`src/rtl/hazard_ctrl.sv`:
```
// Purpose: sequences the 5-stage pipeline (go/clear per stage) for load-use stalls, branch flushes and syscall halt.
// Latency: zero-cycle, go/clear are combinational from state and EXE/ID contents; counters update on the clock.
// Backpressure: a load-use stall freezes PC and IF_ID for one cycle; HALT freezes every stage until resume.
module hazard_ctrl #(
   parameter int         CNT_W = 16,
   parameter logic [5:0] LW_OP = 6'h23
) (
   input  logic             clk,
   input  logic             rst,
   input  logic [31:0]      id_instruction,
   input  logic [31:0]      exe_instruction,
   input  logic             branch_taken,
   input  logic             halt_req,
   input  logic             resume,
   output logic             pc_go,
   output logic             if_id_go,
   output logic             if_id_clear,
   output logic             id_exe_go,
   output logic             id_exe_clear,
   output logic             exe_mem_go,
   output logic             mem_wb_go,
   output logic             halted,
   output logic [CNT_W-1:0] stall_cnt,
   output logic [CNT_W-1:0] flush_cnt,
   output logic [CNT_W-1:0] halt_cnt
);

   typedef enum logic [1:0] {
      S_RUN   = 2'd0,
      S_HALT  = 2'd1,
      S_DRAIN = 2'd2
   } state_t;

   state_t state, state_nxt;

   logic [5:0] op_d;
   logic [4:0] rs_d, rt_d, rt_e;
   logic       reads_rs, reads_rt, lu;
   logic       stall_inc, flush_inc, halt_inc;
   logic       unused_bits;

   assign op_d = id_instruction[31:26];
   assign rs_d = id_instruction[25:21];
   assign rt_d = id_instruction[20:16];
   assign rt_e = exe_instruction[20:16];

   // Jumps (J/JAL) carry no rs field; only R-type, BEQ/BNE and SW read rt as a source.
   assign reads_rs = !(op_d == 6'h02 || op_d == 6'h03);
   assign reads_rt = (op_d == 6'h00) || (op_d == 6'h04) || (op_d == 6'h05) || (op_d == 6'h2B);

   // A load to $0 never creates a dependency since $0 is hardwired.
   assign lu = (exe_instruction[31:26] == LW_OP) && (rt_e != 5'd0) &&
               ((reads_rs && rs_d == rt_e) || (reads_rt && rt_d == rt_e));

   assign unused_bits = ^{id_instruction[15:0], exe_instruction[25:21], exe_instruction[15:0]};

   // State register; reset drops a halted core straight back to RUN.
   always_ff @(posedge clk or posedge rst) begin
      if (rst) state <= S_RUN;
      else     state <= state_nxt;
   end

   // Next state and stage controls; everything held at 0 while rst is high.
   always_comb begin
      state_nxt    = state;
      pc_go        = 1'b0;
      if_id_go     = 1'b0;
      if_id_clear  = 1'b0;
      id_exe_go    = 1'b0;
      id_exe_clear = 1'b0;
      exe_mem_go   = 1'b0;
      mem_wb_go    = 1'b0;
      halted       = 1'b0;
      stall_inc    = 1'b0;
      flush_inc    = 1'b0;
      halt_inc     = 1'b0;
      if (!rst) begin
         case (state)
            S_HALT: begin
               halted   = 1'b1;
               halt_inc = 1'b1;
               if (resume) state_nxt = S_DRAIN;
            end
            default: begin
               // DRAIN ignores halt_req so the syscall that halted us can leave EXE.
               if (state == S_RUN && halt_req) begin
                  state_nxt = S_HALT;
               end else begin
                  state_nxt  = S_RUN;
                  pc_go      = 1'b1;
                  if_id_go   = 1'b1;
                  id_exe_go  = 1'b1;
                  exe_mem_go = 1'b1;
                  mem_wb_go  = 1'b1;
                  if (branch_taken) begin
                     // Flush the two wrong-path instructions; lu is moot since ID is discarded.
                     if_id_clear  = 1'b1;
                     id_exe_clear = 1'b1;
                     flush_inc    = 1'b1;
                  end else if (lu) begin
                     // Hold PC/IF_ID and bubble ID_EXE; one cycle suffices as the load moves to MEM.
                     pc_go        = 1'b0;
                     if_id_go     = 1'b0;
                     id_exe_clear = 1'b1;
                     stall_inc    = 1'b1;
                  end
               end
            end
         endcase
      end
   end

   // Performance counters, free-running and wrapping.
   always_ff @(posedge clk or posedge rst) begin
      if (rst) begin
         stall_cnt <= '0;
         flush_cnt <= '0;
         halt_cnt  <= '0;
      end else begin
         if (stall_inc) stall_cnt <= stall_cnt + CNT_W'(1);
         if (flush_inc) flush_cnt <= flush_cnt + CNT_W'(1);
         if (halt_inc)  halt_cnt  <= halt_cnt + CNT_W'(1);
      end
   end

endmodule
```
`config.mk`:
```
export PLATFORM = sky130hd
export DESIGN_NAME = hazard_ctrl
export DESIGN_NICKNAME = d
export VERILOG_FILES = /design/src/rtl/hazard_ctrl.sv
export SDC_FILE = /design/constraint.sdc
export NUM_CORES = 1
export LEC_CHECK = 0
export CORE_MARGIN = 1
export CORE_UTILIZATION = 40
export DETAILED_ROUTE_END_ITERATION = 10
export GPL_ROUTABILITY_DRIVEN = 0
export GPL_TIMING_DRIVEN = 0
export PLACE_DENSITY = 0.83
export REMOVE_ABC_BUFFERS = 1
export SKIP_LAST_GASP = 1
export SYNTH_ARGS = -nofsm -noshare
export SYNTH_HDL_FRONTEND = slang
export SYNTH_SLANG_ARGS = --single-unit
```
`constraint.sdc`:
```
create_clock -name clk -period 3.35 [get_ports clk]
set_clock_uncertainty 0.15 [all_clocks]
set_input_delay 0.67 -clock clk [delete_from_list [all_inputs] [get_ports clk]]
set_output_delay 0.67 -clock clk [all_outputs]
set_load 0.01 [all_outputs]
```
==> results.yml, run 1 <==
status:
  outcome: "finished clean"
die:
  start_util_pct: 41.3
  die_w_um: 79.9
  core_um2: 5890
  io_pins: 125
  die-area_um2: 6390
  rows: 28
  die_h_um: 79.9
route:
  ant_nets: 0
  drt_iter0_markers: 63
  routed_wl_um: 5180
  num_vias: 1961
  wl_per_cell_um: 13.2
  vias_per_cell: 5.02
  drc_errors: 0
  dr.pass1.iters: 4
final_layout:
  mostFrequentLayoutCells: "clkdlybuf4s50_1 (79), dfrtp_1 (50), xnor2_1 (40), nand4_1 (17), nand2_1 (17)"
  fin_util_pct: 59.8
  fillers: 509
  final_common_cell: "clkdlybuf4s50_1"
  antenna_cells: 0
  area.growth.synth_to_final_pct: 44.8
  fin_area_um2: 3520
  drive_gt1_share_pct: 8.86
  finalNetCount: 387
  final_cells: 391
timing:
  setup_viol: 0
  rsz0062_at_grt: "no"
  worst_slew_pin_slew_ns: 0.557
  fmaxAchievable_ghz: 0.310
  min_period_ns: 3.23
  setup_tns_ns: 0
  setup_slack_ns: 0.122
  hold_slack_ns: 0.321
  finalMaxSlewViolations: 0
  max_slew_margin_pct: 62.6
  final_hold_viol_count: 0
  post-route-period-util_pct: 96.3
critical_path:
  path_cells: "clkdlybuf4s50_1 -> xnor2_1 -> nand4_1 -> a2111o_1 -> a21oi_2 -> buf_4 -> a21oi_2 -> buf_2"
  cp-end-kind: "primary output"
  cp_max_fo: 3
  critical_path.most_common_cell: "a21oi_2"
  start_kind: "input port"
  slowest_delay_ns: 0.54
  critPathKind: "input port to primary output"
  critPathSlowestCell: "clkdlybuf4s50_1"
  cp.required_ns: 2.53
  worstPathArrival_ns: 2.41
global_route:
  grt_max_degree: 38
  antenna_found_initial: 0
  grt_pass1_wl_um: 8490
  track_usage_pct: 17.1
  grt_pass1_vias: 1875
  gr-total-overflow: 0
hold_path:
  min_path_type: "register to register"
yosys:
  synth_seq_area_share_pct: 51.5
  syn_area_um2: 2430
  ys_seq_elements: 50
  yosys_warnings: 0
  syn-instance-count: 224
  yosys.cell_types.count: 30
  syn_area_per_cell_um2: 10.8
run:
  max_cap_violations: 0
clock_tree:
  cts_hold_buf: 0
  clkSinkCount: 50
  path_clk_slew_ns: 0.10
  numCtsBuffers: 5
  clock_path_buffers: 2
  cts_tree: "done"
  clockRootBuffer: "clkbuf_8"
  clk-insertion-delay-late_ns: 0.30
  ctsHtreeMaxLevel: 2
power:
  powerDensity_nw_per_um2: 430
  p_leak_nw: 1.53
  ir_worst_vdd_v: 0.000301
  power.total_mw: 1.51
placement:
  placed_area_um2: 3370
  dp_hpwl_um: 3920
  dp_slack_ns: -0.499
  dp.cells: 380
  portBuffers: 87
==> state kept, by name (all words and copies together) (netlist names) <==
register	cells
flush_cnt	16
halt_cnt	16
stall_cnt	16
state	2
==> routing by layer <==
layer	vias to the layer above	global-route usage (%)	share of wire [%]
met3	4	4.69	7.5
met5	-	0	0
met4	0	3.75	0.48
li1	945	-	-
met2	57	30.9	51
met1	955	19.9	42
==> cells by family after synthesis <==
logic type,Yosys count,synth area share (%)
adder cells (fa/ha/maj),3,1.55
AO/OA/AOI/OAI,9,3.35
XOR/XNOR,55,19.8
flip-flops,50,51.5
multiplexers,3,1.39
AND/OR/NAND/NOR,89,19.2
buffers and inverters,15,3.14
==> cells in the mapped netlist <==
library cell | number | share of area [%]
a2111o_1 | 1 | 0.46
a2111oi_4 | 1 | 1.1
a211oi_1 | 1 | 0.31
a21oi_1 | 3 | 0.62
and2_1 | 1 | 0.26
and3_1 | 8 | 2.1
and4_1 | 3 | 1.1
buf_2 | 1 | 0.21
buf_4 | 3 | 0.93
buf_6 | 1 | 0.46
clkbuf_1 | 2 | 0.31
dfrtp_1 | 50 | 52
ha_1 | 3 | 1.5
inv_1 | 8 | 1.2
mux2_2 | 3 | 1.4
nand2_1 | 17 | 2.6
nand3_1 | 15 | 3.1
nand4_1 | 17 | 4.4
nor2_1 | 14 | 2.2
nor2b_1 | 1 | 0.26
nor3_1 | 6 | 1.2
nor3b_1 | 2 | 0.62
nor4_1 | 1 | 0.26
nor4b_1 | 1 | 0.36
o21ai_0 | 2 | 0.41
o21ba_2 | 1 | 0.41
or2_2 | 2 | 0.52
or4_1 | 1 | 0.31
xnor2_1 | 40 | 14
xor2_1 | 15 | 5.4
==> final timing paths <==
path	slack, ns	from	endpoint	depth (start not counted)
setup / recovery	0.12	exe_instruction[16]	if_id_go	8
hold / removal	0.32	flush_cnt[15]$_DFFE_PP0P_	flush_cnt[15]$_DFFE_PP0P_	1
setup reg to reg	1.19	state[0]$_DFFE_PP0P_	halt_cnt[11]$_DFFE_PP0P_	5
hold reg to reg	0.32	flush_cnt[15]$_DFFE_PP0P_	flush_cnt[15]$_DFFE_PP0P_	1
max in group asynchronous	1.87	rst	stall_cnt[0]$_DFFE_PP0P_	3
min in group asynchronous	0.69	rst	stall_cnt[14]$_DFFE_PP0P_	2
==> where the power goes <==
| part | switching (mW) | leakage, nW | total [mW] | internal (mW) |
|---|---|---|---|---|
| registers | 0.0877 | 0.660 | 0.755 | 0.667 |
| clock network | 0.206 | 0.0514 | 0.376 | 0.170 |
| logic | 0.153 | 0.814 | 0.380 | 0.227 |
| total | 0.447 | 1.53 | 1.51 | 1.06 |
==> area by class of cell <==
class / instances / area [um^2] / share of cell area (%)
Clock inverter: 2 / 17.5 / 0.498
Sequential cell: 50 / 1250 / 35.6
Clock buffer: 6 / 82.6 / 2.35
Timing Repair Buffer: 91 / 916 / 26.0
Tap cell: 75 / 93.8 / 2.67
Inverter: 8 / 30.0 / 0.854
Multi-Input combinational cell: 159 / 1130 / 32.0
==> critical path: cells and delay by family <==
family	cells	cell delay (ns)
AO/OA/AOI/OAI	3	0.66
buffers and inverters	3	0.81
XOR/XNOR	1	0.14
AND/OR/NAND/NOR	1	0.12
==> timing repair <==
action / in CTS / in global routing
gates cloned: 0 / 0
pin swaps: 3 / 6
resized for setup: 14 / 9
hold endpoints to repair: 0 / 0
setup endpoints to repair: 5 / 18
buffers inserted: 2 / 1
Power figures use the tool's default switching activity.
==> inputs of run 2 (changes only) <==
Settings changed: CORE_ASPECT_RATIO from default to 1.4.
==> results.yml, run 2 (synthesis gave the netlist of run 1 again) <==
status:
  outcome: "finished clean"
final_layout:
  regArea_um2: 1250
  final_cells: 386
  multiInputGateArea_um2: 1130
  final_common_cell: "clkdlybuf4s50_1"
  mostFrequentLayoutCells: "clkdlybuf4s50_1 (79), dfrtp_1 (50), xnor2_1 (40), nand4_1 (17), nand2_1 (17)"
  antenna_cells: 0
  drive_gt1_share_pct: 8.86
  finalNetCount: 387
  fillers: 518
  top_regs: "flush_cnt x16, halt_cnt x16, stall_cnt x16"
  area.growth.synth_to_final_pct: 44.8
critical_path:
  r2r_slack_ns: 1.17
  cp-end-kind: "primary output"
  worstPathArrival_ns: 2.46
  critical_path.most_common_cell: "nor2_1"
  path_cells: "clkdlybuf4s50_1 -> xnor2_1 -> nand4_1 -> a2111o_1 -> a21oi_2 -> nor2_1 -> nor2_1 -> buf_2"
  cp.required_ns: 2.53
  cpLargestDelayFamily: "buffers and inverters"
  critPathBufInv: 2
  critPathKind: "input port to primary output"
  r2r-start: "state[0]$_DFFE_PP0P_"
  cp-startpoint: "exe_instruction[16]"
  slowest_delay_ns: 0.56
  r2r_cells: 5
  cp_max_fo: 3
  timing.rr.end: "halt_cnt[15]$_DFFE_PP0P_"
  start_kind: "input port"
  critPathSlowestCell: "clkdlybuf4s50_1"
clock_tree:
  clk-insertion-delay-late_ns: 0.32
  clkSinkCount: 50
  path_clk_slew_ns: 0.09
  numCtsBuffers: 5
  clock_path_buffers: 2
  clockRootBuffer: "clkbuf_8"
  cts_tree: "done"
  ctsHtreeMaxLevel: 2
route:
  drt_iter0_markers: 85
  vias_per_cell: 5.15
  num_vias: 1987
  dr.pass1.iters: 4
  wl_per_cell_um: 14.6
  drc_errors: 0
  ant_nets: 0
  routed_wl_um: 5620
die:
  io_pins: 125
  start_util_pct: 41.4
  die-area_um2: 6390
  core_um2: 5860
  die_h_um: 94.2
  die_w_um: 67.9
  rows: 33
global_route:
  grt_max_degree: 36
  grt-busiest-layer: "met2"
  grt_pass1_vias: 1924
  grt_use_met1_pct: 20.2
  gr-total-overflow: 0
  grtUsageMet2_pct: 32.5
  use_met3_pct: 3.52
  track_usage_pct: 18.0
  antenna_found_initial: 0
  grt_pass1_wl_um: 8640
timing:
  max_slew_margin_pct: 66.4
  fmaxAchievable_ghz: 0.305
  setup_slack_ns: 0.0666
  post-route-period-util_pct: 98.0
  final_hold_viol_count: 0
  hold_slack_ns: 0.324
  finalMaxSlewViolations: 0
  worst_slew_pin_slew_ns: 0.500
  min_period_ns: 3.28
  setup_viol: 0
placement:
  dp.cells: 375
  dp_slack_ns: -0.486
  dp_hpwl_um: 4080
  portBuffers: 87
hold_path:
  holdPathEnd: "stall_cnt[15]$_DFFE_PP0P_"
  min-delay-start: "stall_cnt[15]$_DFFE_PP0P_"
  min_path_type: "register to register"
  hold_depth: 1
power:
  p_sw_share_pct: 30.9
  comb_power_share_pct: 25.3
  powerDensity_nw_per_um2: 432
  seqPwrFrac_pct: 49.9
  ir_worst_vdd_v: 0.000382
  p_leak_nw: 1.54
  clkPwrFrac_pct: 24.9
  p_switching_mw: 0.469
  p_int_mw: 1.05
run:
  max_cap_violations: 0
[run 2: cell types whose count changed in the layout (fill, tap and decap cells not counted), sizes merged]
cell,before,now
dlymetal6s2s,3,5
dlygate4sd2,2,0
clkbuf,6,5
inv,8,9
[run 2: area by class of cell]
type	instances	area share, %
flip-flops and latches	50	35.6
multi-input cells	159	32.0
repair buffers	91	26.3
well taps	70	2.49
clock buffers	5	1.96
inverters	8	0.854
clock inverters	3	0.819
[run 2: what timing repair did]
| item | 4_1_cts | 5_1_grt |
|---|---|---|
| hold buffers | 0 | 0 |
| pin swaps | 3 | 6 |
| endpoints found under the setup margin | 6 | 3 |
| hold endpoints to repair | 0 | 0 |
| resized for setup | 10 | 13 |
| buffers inserted | 2 | 1 |
[run 2: per-layer routing]
metal | up-vias | part of all wire [%] | wire length (um)
met1 | 972 | 38 | 2140
li1 | 945 | - | -
met5 | - | 0 | 0
met3 | 6 | 7.1 | 400
met2 | 64 | 53 | 3000
met4 | 0 | 1.4 | 80
[run 2: how the worst max path moves through the flow]
stage                                     to  slack, ns  cells after the start
global route                    id_exe_clear     -0.003                      8
global placement                id_exe_clear      -0.48                      7
floorplan           stall_cnt[1]$_DFFE_PP0P_       0.34                      4
finish                          id_exe_clear       0.07                      8
detailed placement              id_exe_clear      -0.49                      7
CTS                             id_exe_clear      -0.09                      7
[run 2: power by group through the flow]
stage / Combinational [mW] / Sequential, mW / Clock (mW)
after global routing: 0.416 / 0.770 / 0.409
after CTS: 0.393 / 0.758 / 0.389
after global placement: 0.375 / 0.764 / 0
after floorplan: 0.143 / 0.776 / 0
after detailed placement: 0.391 / 0.768 / 0
final: 0.384 / 0.758 / 0.378
[run 2: per-stage QoR]
step / TNS (ns) / instance area, um^2 / power [mW] / util, %
floorplan: 0 / 2380 / 0.919 / -
global placement: -4.76 / 3340 / 1.14 / 57.0
detailed placement: -5.50 / 3360 / 1.16 / 57.3
CTS: -0.147 / 3500 / 1.54 / 59.7
global route: -0.00290 / 3520 / 1.59 / 60.0
finish: 0 / 3520 / 1.52 / 60.0
==> inputs of run 3 (changes only) <==
Settings changed: CORE_MARGIN 1 to 4.
==> results.yml, run 3 (synthesis gave the netlist of run 1 again) <==
final_layout:
  mostFrequentLayoutCells: "clkdlybuf4s50_1 (75), dfrtp_1 (50), xnor2_1 (40), nand4_1 (17), nand2_1 (17)"
  finalNetCount: 385
  antenna_cells: 0
  multiInputGateArea_um2: 1130
  area.growth.synth_to_final_pct: 43.9
  top_regs: "flush_cnt x16, halt_cnt x16, stall_cnt x16"
  final_common_cell: "clkdlybuf4s50_1"
  regArea_um2: 1250
  drive_gt1_share_pct: 8.28
  fillers: 527
run:
  max_cap_violations: 0
timing:
  fmaxAchievable_ghz: 0.312
  final_hold_viol_count: 0
  setup_tns_ns: 0
  max_slew_margin_pct: 42.2
  rsz0062_at_grt: "no"
  hold_slack_ns: 0.328
  worst_slew_pin_slew_ns: 0.868
  setup_slack_ns: 0.149
  min_period_ns: 3.20
  post-route-period-util_pct: 95.6
  setup_viol: 0
  finalMaxSlewViolations: 0
hold_path:
  hold_depth: 1
  min_path_type: "register to register"
power:
  p_leak_nw: 1.56
  ir_worst_vdd_v: 0.000296
  powerDensity_nw_per_um2: 426
global_route:
  antenna_found_initial: 0
  track_usage_pct: 15.6
  grt_pass1_wl_um: 9160
  grt_pass1_vias: 1958
  grt_max_degree: 36
  gr-total-overflow: 0
die:
  core_um2: 5860
  die_w_um: 73.9
  die-area_um2: 7400
  io_pins: 125
  rows: 33
  die_h_um: 100
  start_util_pct: 41.4
critical_path:
  r2r_cells: 4
  critPathSlowestCell: "clkdlybuf4s50_1"
  cp.required_ns: 2.53
  cp.depth: 8
  cp_max_fo: 2
  path_cells: "clkdlybuf4s50_1 -> xnor2_1 -> nand4_1 -> a2111o_1 -> a21oi_2 -> buf_4 -> a21oi_2 -> buf_2"
  start_kind: "input port"
  critPathKind: "input port to primary output"
  cpLargestDelayFamily: "buffers and inverters"
  cp-end-kind: "primary output"
  critical_path.most_common_cell: "a21oi_2"
  slowest_delay_ns: 0.48
  worstPathArrival_ns: 2.38
  critPathBufInv: 3
clock_tree:
  clockRootBuffer: "clkbuf_8"
  path_clk_slew_ns: 0.08
  cts_tree: "done"
  clk-insertion-delay-late_ns: 0.29
  clock_path_buffers: 2
  numCtsBuffers: 5
  clkSinkCount: 50
  ctsHtreeMaxLevel: 2
route:
  ant_nets: 0
  dr.pass1.iters: 4
  vias_per_cell: 5.04
  drc_errors: 0
  routed_wl_um: 5600
  num_vias: 1936
  drt_iter0_markers: 67
  wl_per_cell_um: 14.6
placement:
  dp_hpwl_um: 4300
  portBuffers: 87
  dp_slack_ns: -0.566
status:
  outcome: "finished clean"
[run 3: worst paths after layout]
| kind | startpoint | end | slack [ns] |
|---|---|---|---|
| max in group asynchronous | rst | halt_cnt[12]$_DFFE_PP0P_ | 1.85 |
| hold / removal | flush_cnt[15]$_DFFE_PP0P_ | flush_cnt[15]$_DFFE_PP0P_ | 0.33 |
| hold reg to reg | flush_cnt[15]$_DFFE_PP0P_ | flush_cnt[15]$_DFFE_PP0P_ | 0.33 |
| setup / recovery | id_instruction[20] | pc_go | 0.15 |
| setup reg to reg | state[0]$_DFFE_PP0P_ | stall_cnt[1]$_DFFE_PP0P_ | 0.89 |
| min in group asynchronous | rst | stall_cnt[12]$_DFFE_PP0P_ | 0.70 |
[run 3: layout make-up]
cell class / count / share of cell area, %
Multi-Input combinational cell: 159 / 32.3
Clock inverter: 1 / 0.143
Tap cell: 70 / 2.51
Inverter: 8 / 0.859
Sequential cell: 50 / 35.8
Timing Repair Buffer: 89 / 25.9
Clock buffer: 7 / 2.47
[run 3: what timing repair did]
| action | in CTS | in global routing |
|---|---|---|
| hold buffers | 0 | 0 |
| gates resized for setup | 16 | 12 |
| pin swaps | 3 | 7 |
| buffers inserted | 0 | 1 |
| endpoints found under the setup margin | 5 | 15 |
[run 3: power by group]
| part | total (mW) | switching (mW) | internal, mW |
|---|---|---|---|
| Sequential | 0.756 | 0.0889 | 0.667 |
| Clock | 0.348 | 0.181 | 0.167 |
| Combinational | 0.385 | 0.157 | 0.228 |
[run 3: metrics by stage]
stage / utilization, % / instances / power (mW) / area [um^2]
floorplan: - / 217 / 0.919 / 2380
global placement: 57.0 / 374 / 1.14 / 3340
detailed placement: 57.3 / 375 / 1.16 / 3360
CTS: 58.9 / 383 / 1.51 / 3450
global route: 59.6 / 384 / 1.59 / 3500
finish: 59.6 / 384 / 1.49 / 3500
[run 3: per-layer routing]
layer	wire [um]	vias up	track usage (%)	part of all wire (%)
li1	-	940	-	-
met4	73	0	5.44	1.3
met2	2850	63	27.7	51
met3	399	6	3.51	7.1
met5	0	-	0	0
met1	2270	927	18.0	41
